==> config.mk <==
export PLATFORM = sky130hd
export DESIGN_NAME = commit_order_ring
export DESIGN_NICKNAME = d
export VERILOG_FILES = /design/src/rtl/commit_order_ring_pkg.sv /design/src/rtl/commit_order_ring_lane_popcount.sv /design/src/rtl/commit_order_ring.sv
export SDC_FILE = /design/constraint.sdc
export NUM_CORES = 1
export LEC_CHECK = 0
export BUFFER_PORTS_ARGS = -buffer_cell sky130_fd_sc_hd__buf_2
export CORE_UTILIZATION = 50
export CTS_CLUSTER_DIAMETER = 60
export CTS_CLUSTER_SIZE = 25
export DETAILED_ROUTE_END_ITERATION = 8
export GPL_TIMING_DRIVEN = 1
export PLACE_DENSITY = 0.81
export SLEW_MARGIN = 0
export SYNTH_ARGS = -nofsm -noshare
export SYNTH_HDL_FRONTEND = slang
export SYNTH_SLANG_ARGS = --single-unit
==> constraint.sdc <==
create_clock -name clk -period 3.85 [get_ports clk]
set_input_delay 0.5775 -clock clk [delete_from_list [all_inputs] [get_ports clk]]
set_output_delay 0.5775 -clock clk [all_outputs]
set_load 0.03 [all_outputs]
==> src/rtl/commit_order_ring_pkg.sv <==
// Shared commit-ring types and default widths for dispatch/commit.
// Latency: n/a (types and constants only).
// Backpressure: n/a.
package commit_order_ring_pkg;

  // Single-lane ring depth (log2) and ROB index width of the existing pipeline.
  localparam int COMMIT_RING_WIDTH = 4;
  localparam int ROB_WIDTH         = 6;

  // Default lane counts for the wide ring.
  localparam int N_DISPATCH = 2;
  localparam int N_COMMIT   = 2;

  // Commit tag carried through the ring; COMMIT_NULL marks an empty lane.
  typedef enum logic [2:0] {
    COMMIT_GPR    = 3'b000,
    COMMIT_FPR    = 3'b001,
    COMMIT_STORE  = 3'b010,
    COMMIT_BRANCH = 3'b011,
    COMMIT_CSR    = 3'b100,
    COMMIT_FENCE  = 3'b101,
    COMMIT_NULL   = 3'b110,
    COMMIT_EXC    = 3'b111
  } commit_ring_entry;

endpackage

==> src/rtl/commit_order_ring_lane_popcount.sv <==
// Lane popcount plus thermometer (contiguous-from-lane-0) detector.
// Latency: purely combinational.
// Backpressure: none.
module lane_popcount #(
  parameter int N = 2
) (
  input  logic [N-1:0]             vec,
  output logic [$clog2(N+1)-1:0]   cnt,
  output logic                     contig
);

  localparam int CW = $clog2(N + 1);

  // Count set lanes and flag any set lane whose lower neighbour is clear.
  always_comb begin
    cnt    = '0;
    contig = 1'b1;
    for (int i = 0; i < N; i++) begin
      cnt = cnt + CW'(vec[i]);
    end
    for (int i = 1; i < N; i++) begin
      if (vec[i] && !vec[i-1]) contig = 1'b0;
    end
  end

endmodule

==> src/rtl/commit_order_ring.sv <==
// Multi-lane in-order commit ring: wide all-or-nothing dispatch push, wide head retire, flush.
// Latency: a pushed entry appears on out_* the cycle after the push; count/free registered.
// Backpressure: stall (comb) rejects the whole dispatch group when it exceeds registered free.
// Optional build macro COMMIT_RING_STATS_EN adds max_count and stall_cycles outputs.
module commit_order_ring
  import commit_order_ring_pkg::*;
#(
  parameter int DEPTH_WIDTH = COMMIT_RING_WIDTH,
  parameter int N_IN        = N_DISPATCH,
  parameter int N_OUT       = N_COMMIT
) (
  input  logic                            clk,
  input  logic                            reset,
  input  logic [N_IN-1:0]                 in_valid,
  input  logic [N_IN-1:0][2:0]            in_type,
  output logic                            stall,
  output logic [DEPTH_WIDTH:0]            free,
  output logic [N_OUT-1:0]                out_valid,
  output logic [N_OUT-1:0][2:0]           out_type,
  input  logic [$clog2(N_OUT+1)-1:0]      out_ack,
  input  logic                            flush,
  output logic [DEPTH_WIDTH:0]            count
`ifdef COMMIT_RING_STATS_EN
  ,
  output logic [DEPTH_WIDTH:0]            max_count,
  output logic [31:0]                     stall_cycles
`endif
);

  localparam int DEPTH = 1 << DEPTH_WIDTH;
  localparam int PW    = DEPTH_WIDTH + 1;
  localparam int IW    = $clog2(N_IN + 1);
  localparam int AW    = $clog2(N_OUT + 1);

  if (DEPTH_WIDTH > ROB_WIDTH) begin : g_depth_check
    $error("commit_order_ring: DEPTH_WIDTH must not exceed ROB_WIDTH");
  end

  logic [2:0]             mem [DEPTH];
  logic [PW-1:0]          head;
  logic [PW-1:0]          tail;
  logic [IW-1:0]          n_push;
  logic                   in_contig;
  logic [AW-1:0]          n_live;
  logic                   live_contig;
  logic                   accept;
  logic                   push_en;
  logic [PW-1:0]          push_amt;
  logic [PW-1:0]          count_next;
  logic [DEPTH_WIDTH-1:0] wr_idx [N_IN];
  logic [DEPTH_WIDTH-1:0] rd_idx [N_OUT];

  lane_popcount #(.N(N_IN)) u_push_cnt (
    .vec    (in_valid),
    .cnt    (n_push),
    .contig (in_contig)
  );

  lane_popcount #(.N(N_OUT)) u_live_cnt (
    .vec    (out_valid),
    .cnt    (n_live),
    .contig (live_contig)
  );

  // Admission decision against pre-pop free; flush and reset win over any push.
  always_comb begin
    accept     = (PW'(n_push) <= free);
    stall      = !reset && !flush && !accept;
    push_en    = !reset && !flush && accept;
    push_amt   = push_en ? PW'(n_push) : '0;
    count_next = count + push_amt - PW'(out_ack);
    for (int i = 0; i < N_IN; i++) begin
      wr_idx[i] = tail[DEPTH_WIDTH-1:0] + DEPTH_WIDTH'(i);
    end
    for (int i = 0; i < N_OUT; i++) begin
      rd_idx[i] = head[DEPTH_WIDTH-1:0] + DEPTH_WIDTH'(i);
    end
  end

  // Head lanes come straight from registered state; empty lanes show COMMIT_NULL.
  always_comb begin
    for (int i = 0; i < N_OUT; i++) begin
      out_valid[i] = (count > PW'(i));
      out_type[i]  = out_valid[i] ? mem[rd_idx[i]] : COMMIT_NULL;
    end
  end

  // Pointer and occupancy update; flush and reset both empty the ring.
  always_ff @(posedge clk) begin
    if (reset || flush) begin
      head  <= '0;
      tail  <= '0;
      count <= '0;
      free  <= PW'(DEPTH);
    end else begin
      head  <= head + PW'(out_ack);
      tail  <= tail + push_amt;
      count <= count_next;
      free  <= PW'(DEPTH) - count_next;
    end
  end

  // Storage write for accepted lanes; contents are intentionally left on flush.
  always_ff @(posedge clk) begin
    for (int i = 0; i < N_IN; i++) begin
      if (push_en && in_valid[i]) mem[wr_idx[i]] <= in_type[i];
    end
  end

`ifdef COMMIT_RING_STATS_EN
  // High-water mark and saturating stall counter; only reset clears them.
  always_ff @(posedge clk) begin
    if (reset) begin
      max_count    <= '0;
      stall_cycles <= '0;
    end else begin
      if (!flush && (count_next > max_count)) max_count <= count_next;
      if (stall && (stall_cycles != 32'hFFFF_FFFF)) stall_cycles <= stall_cycles + 32'd1;
    end
  end
`endif

  a_in_contig:      assert property (@(posedge clk) disable iff (reset) in_contig);
  a_out_thermo:     assert property (@(posedge clk) disable iff (reset) live_contig);
  a_ack_le_live:    assert property (@(posedge clk) disable iff (reset) out_ack <= n_live);
  a_count_le_depth: assert property (@(posedge clk) disable iff (reset) count <= PW'(DEPTH));

endmodule
[Word level (Yosys, flattened, before mapping)]
Memory sizes are Yosys's and may differ from the RTL's. A register that Yosys moved wholly into a read port is not among the register bits.
Index checks and enable logic that the tools add are counted.
Cells by class
  add/sub/neg operators: 8
  shifts and indexed selects: 0
  div/mod/pow operators: 0
  reduce and logical (&&, ||, !) cells: 9
  mux-type cells: 8
  equal/unequal tests: 0
  $mul: 0
  magnitude comparators: 3
  bitwise operators: 0
Operator list (count)
  $add A5 B2 Y5: 3
  $gt A5 B1 Y1 const B: 2
  $add A4 B1 Y4 const B: 2
  $mux W3: 2
  $le A2 B5 Y1: 1
  $logic_and A1 B1 Y1: 5
  $sub A5 B2 Y5: 1
  $sub A5 B5 Y5 const A: 1
  $mux W1: 4
  $mux W4: 1
  $logic_not A1 Y1: 3
  $add A1 B1 Y2: 1
  $mux W2: 1
  $logic_or A1 B1 Y1: 1
Storage, ports and cells
  bits in latches: 0
  memories: 1
  bits in writable memories: 48
  register bits after elaboration: 20
  word-level logic and storage cells: 33
  bits in read-only memories: 0
  input bits: 13
Memory list
  mem: words 16, bits a word 3, rd ports 2, clocked after Yosys merged registers in 1, write ports 2, line commit_order_ring.sv:39  | logic [2:0] mem [DEPTH];

[Longest topological paths before layout]
  word-level depth: 7
  gate-level depth with buffers: 16
  mapped depth without buffers: 16

[Hierarchy]
A second synthesis with hierarchy kept.
Unflattened totals
  cells, all modules: 369
  area total of the unflattened synthesis: 4390.5 um2
Modules (own cells, without submodules)
  commit_order_ring: instances 1, cells an instance 364, area an instance 4354.2 um2
  lane_popcount: instances 1, cells an instance 5, area an instance 36.3 um2

[Worst setup path after synthesis]
No wires, ideal clock.
  kind: input -> register
  start: input in_valid[0]
  end: register free[4]
  data arrival time: 3.487 ns
  setup slack: 0.233 ns
  stages on the path: 15
  path buffers: 0
  cell sequence: ha_1 inv_1 ha_1 a2111oi_2 o21a_2 nor2_2 nand2_1 fa_1 inv_1 ha_1 a21o_1 a21oi_1 xnor2_1 and3b_1 o21ai_0
Between the ends
  longest elaborated chain between the ends: 7
RTL lines
  start: declaration: line commit_order_ring.sv:14  | input logic [N_IN-1:0] in_valid,
  $add A1 B1 Y2 *: line commit_order_ring_lane_popcount.sv:19  | cnt = cnt + CW'(vec[i]);
  $le A2 B5 Y1: line commit_order_ring.sv:67  | accept = (PW'(n_push) <= free);
  $logic_and A1 B1 Y1: line commit_order_ring.sv:69  | push_en = !reset && !flush && accept;
  $mux W2 *: line commit_order_ring.sv:70  | push_amt = push_en ? PW'(n_push) : '0;
  $add A5 B2 Y5 *: line commit_order_ring.sv:71  | count_next = count + push_amt - PW'(out_ack);
  $sub A5 B2 Y5 *: line commit_order_ring.sv:71
  $sub A5 B5 Y5 *: line commit_order_ring.sv:99  | free <= PW'(DEPTH) - count_next;
  end signal: assignment: line commit_order_ring.sv:94  | free <= PW'(DEPTH);
  end signal: assignment: line commit_order_ring.sv:99
  end: declaration: line commit_order_ring.sv:17  | output logic [DEPTH_WIDTH:0] free,
Every way passes the cells marked *; elsewhere a longest branch is shown, timed or not.
A chain may end at the register's enable or synchronous reset.

[Final worst setup path]
  start: input in_valid[1]
  end: register free[4]
Same word-level chain as after synthesis.

==> run metrics <==
register area 1780 µm²; Worst-path clk slew 0.07 ns; final core utilization 0.584; placed insts around 450; fraction of layout cells with a size suffix above 1 0.361; critical path class input pin to flip-flop; Synth top area share 0.348; Core ar. 7850 µm²; Resized cells post-CTS 0; Die Height 93.0 µm; status finished, final reports clean; CTS tree built; CP arrival 3.72 ns; Mapped Area 4140 µm²; gp weighted congestion roughly 0.90; Synth top cells by count edfxtp_1 (48), mux2_2 (48), nor2_1 (31); synthesis-stage register bit count 65; Yosys cell types 42; final WL 9.53 mm; Worst-Margin Slew about 0.6 ns; Worst path slowest cell fa_1; Max Cap Viol 0; Worst Path Buf+Inv 3; CTS buffer count 9; Avg Cell Area, Syn 12.4 µm²; CP Data Required Time approximately 4.0 ns; CTS root buf clkbuf_8; Setup violations, final 0; Tcrit/Tclk final 0.917; clk buf depth 2; post-CTS setup buffers 0; area occupied by multi-input gates approximately 2200 µm²; Yosys warnings 0; cell mode on critical path ha_1; Setup crit end kind flip-flop; final hold violations 0; latest clock arrival within the worst-skew pair 0.34 ns; Port Buf Inserts 31; unrepaired setup endpoints after global routing no; Async S/R FF share, synth 0; total vias in the final route 2833; first-pass GRT wire length 15.1 mm; f_max 283 MHz; initial antenna violation count 0; CP max stage delay 0.41 ns; Synth area leader edfxtp_1; Initial Util 0.527; Slew HR 0.600; Cell Rows 32; fin. max-slew vios 0; Final min period 3.53 ns; Seq/Total Area, Yosys 0.430; non-filler cells, final 470; Die W 93.0 µm; Antenna diodes 0; Crit path max-delay family adder cells; Peak VDD IR 0.161 mV; GRT Total Usage 0.238; Nets between 300 and 400; Mapped Nets 366; total gr overflow 0; Worst Skew 0.00669 ns; HPWL Detailed around 7.2 mm; startpoint types input pin; DRT antenna net count 0; Post-Synthesis Cells 333; Area Growth Syn to Fin 10.7%; worst path cell trace buf_2 -> ha_1 -> inv_1 -> ha_1 -> a2111oi_2 -> o21a_2 -> nor2_2 -> nand2_1 -> fa_1 -> inv_1 -> ha_1 -> a21o_1 -> a21oi_1 -> xnor2_1 -> and3b_1 -> o21ai_0; Top-Level Pins 32; CTS Hold Bufs 0; vias per cell approximately 6.0; First-pass DRT Iterations 5; Leakage 1.67 nW; drt drc 0; Synth area leaders edfxtp_1 (35%), mux2_2 (13%), mux4_2 (13%); CTS Sinks 65; Worst Hold Class input pin to flip-flop; # fillers between 600 and 700; pwr dens about 400 nW/µm²; most common flop cell mapped by yosys edfxtp_1; CP max FO 6; die area approximately 8600 µm²; vias in the first global route 2762; wire per inst 20.3 µm; Clock H-tree levels 3; largest net degree at the start of global routing 27; Post-synth EDFFs 48; DRT iter0 DRCs 256
## cells in the final DEF (no fill, tap or decap), drive strengths merged, types with 2 or more instances in the layout
cell type  netlist  routed
a31oi            3       3
nand2b           2       2
mux4            24      24
and3b            2       2
nand4            7       7
nand2           17      17
fa               4       4
clkbuf           9      15
ha              16      16
nor2b            8       8
a21boi           2       2
o21ai           10      10
a22oi            3       3
mux2            51      51
or2              2       2
inv             20      20
mux2i            3       3
nand3           13      13
buf             10      38
xor2             5       5
and2             5       5
xnor2            6       6
a21o             2       2
dfxtp           17      17
a21oi            4       4
edfxtp          48      48
nor2            32      32
## sequential cells by signal, indices dropped and copies added (netlist names)
| name | count |
|---|---|
| free | 5 |
| tail | 4 |
| mem | 48 |
| head | 4 |
| count | 4 |
## through the flow
step,instance area (µm²),setup WS [ns],total power (W),hold slack (ns),setup TNS (ns)
CTS,4580,0.324,0.00181,0.577,0
global placement,4380,0.135,0.00122,0.661,0
global route,4580,0.0932,0.00189,0.607,0
finish,4580,0.319,0.00181,0.589,0
detailed placement,4380,-0.0218,0.00124,0.684,-0.0218
floorplan,4140,0.233,0.00112,0.562,0
## final cells by class
cell class | count | area share
multi-input combinational | 229 | 0.477
sequential | 65 | 0.389
tap | 102 | 0.0278
timing repair buffer | 38 | 0.0453
clock inverter | 1 | 0.00109
clock buffer | 15 | 0.0434
inverter | 20 | 0.0164
## power by group
group	switching, W	internal [W]	total, W
combinational	0.000267	0.000171	0.000437
sequential	0.0000165	0.000771	0.000788
clock	0.000257	0.000330	0.000587
total	0.000541	0.00127	0.00181
## cell families after synthesis
family          count (synthesis)  share of synthesized area
flops                          65                      0.430
compound gates                 28                     0.0441
buf+inv                        39                     0.0411
simple gates                   92                      0.117
mux                            78                      0.277
fa+ha+maj                      20                     0.0677
xor+xnor                       11                     0.0233
## per-layer routing
layer / up-vias / track usage / wire length (µm) / share of wire
li1: 1294 / - / - / -
met1: 1407 / 0.315 / 4080 / 0.43
met2: 114 / 0.391 / 4710 / 0.49
met3: 18 / 0.0593 / 584 / 0.061
met4: 0 / 0.0679 / 153 / 0.016
met5: - / 0 / 0 / 0
## worst paths after layout
kind / cells after the start / slack [ns] / from / to
worst max register to register: 13 / 0.51 / free[0] / free[4]
worst min register to register: 2 / 0.70 / tail[3] / tail[3]
worst max-delay path: 16 / 0.32 / in_valid[1] / free[4]
worst min-delay path: 3 / 0.59 / reset / free[4]
## worst min-delay path: cells and delay by family
kind	cells	cell delay, ns
compound gates	1	0.12
simple gates	1	0.11
buf+inv	1	0.08
No activity file was read; power rests on OpenSTA's default activity.
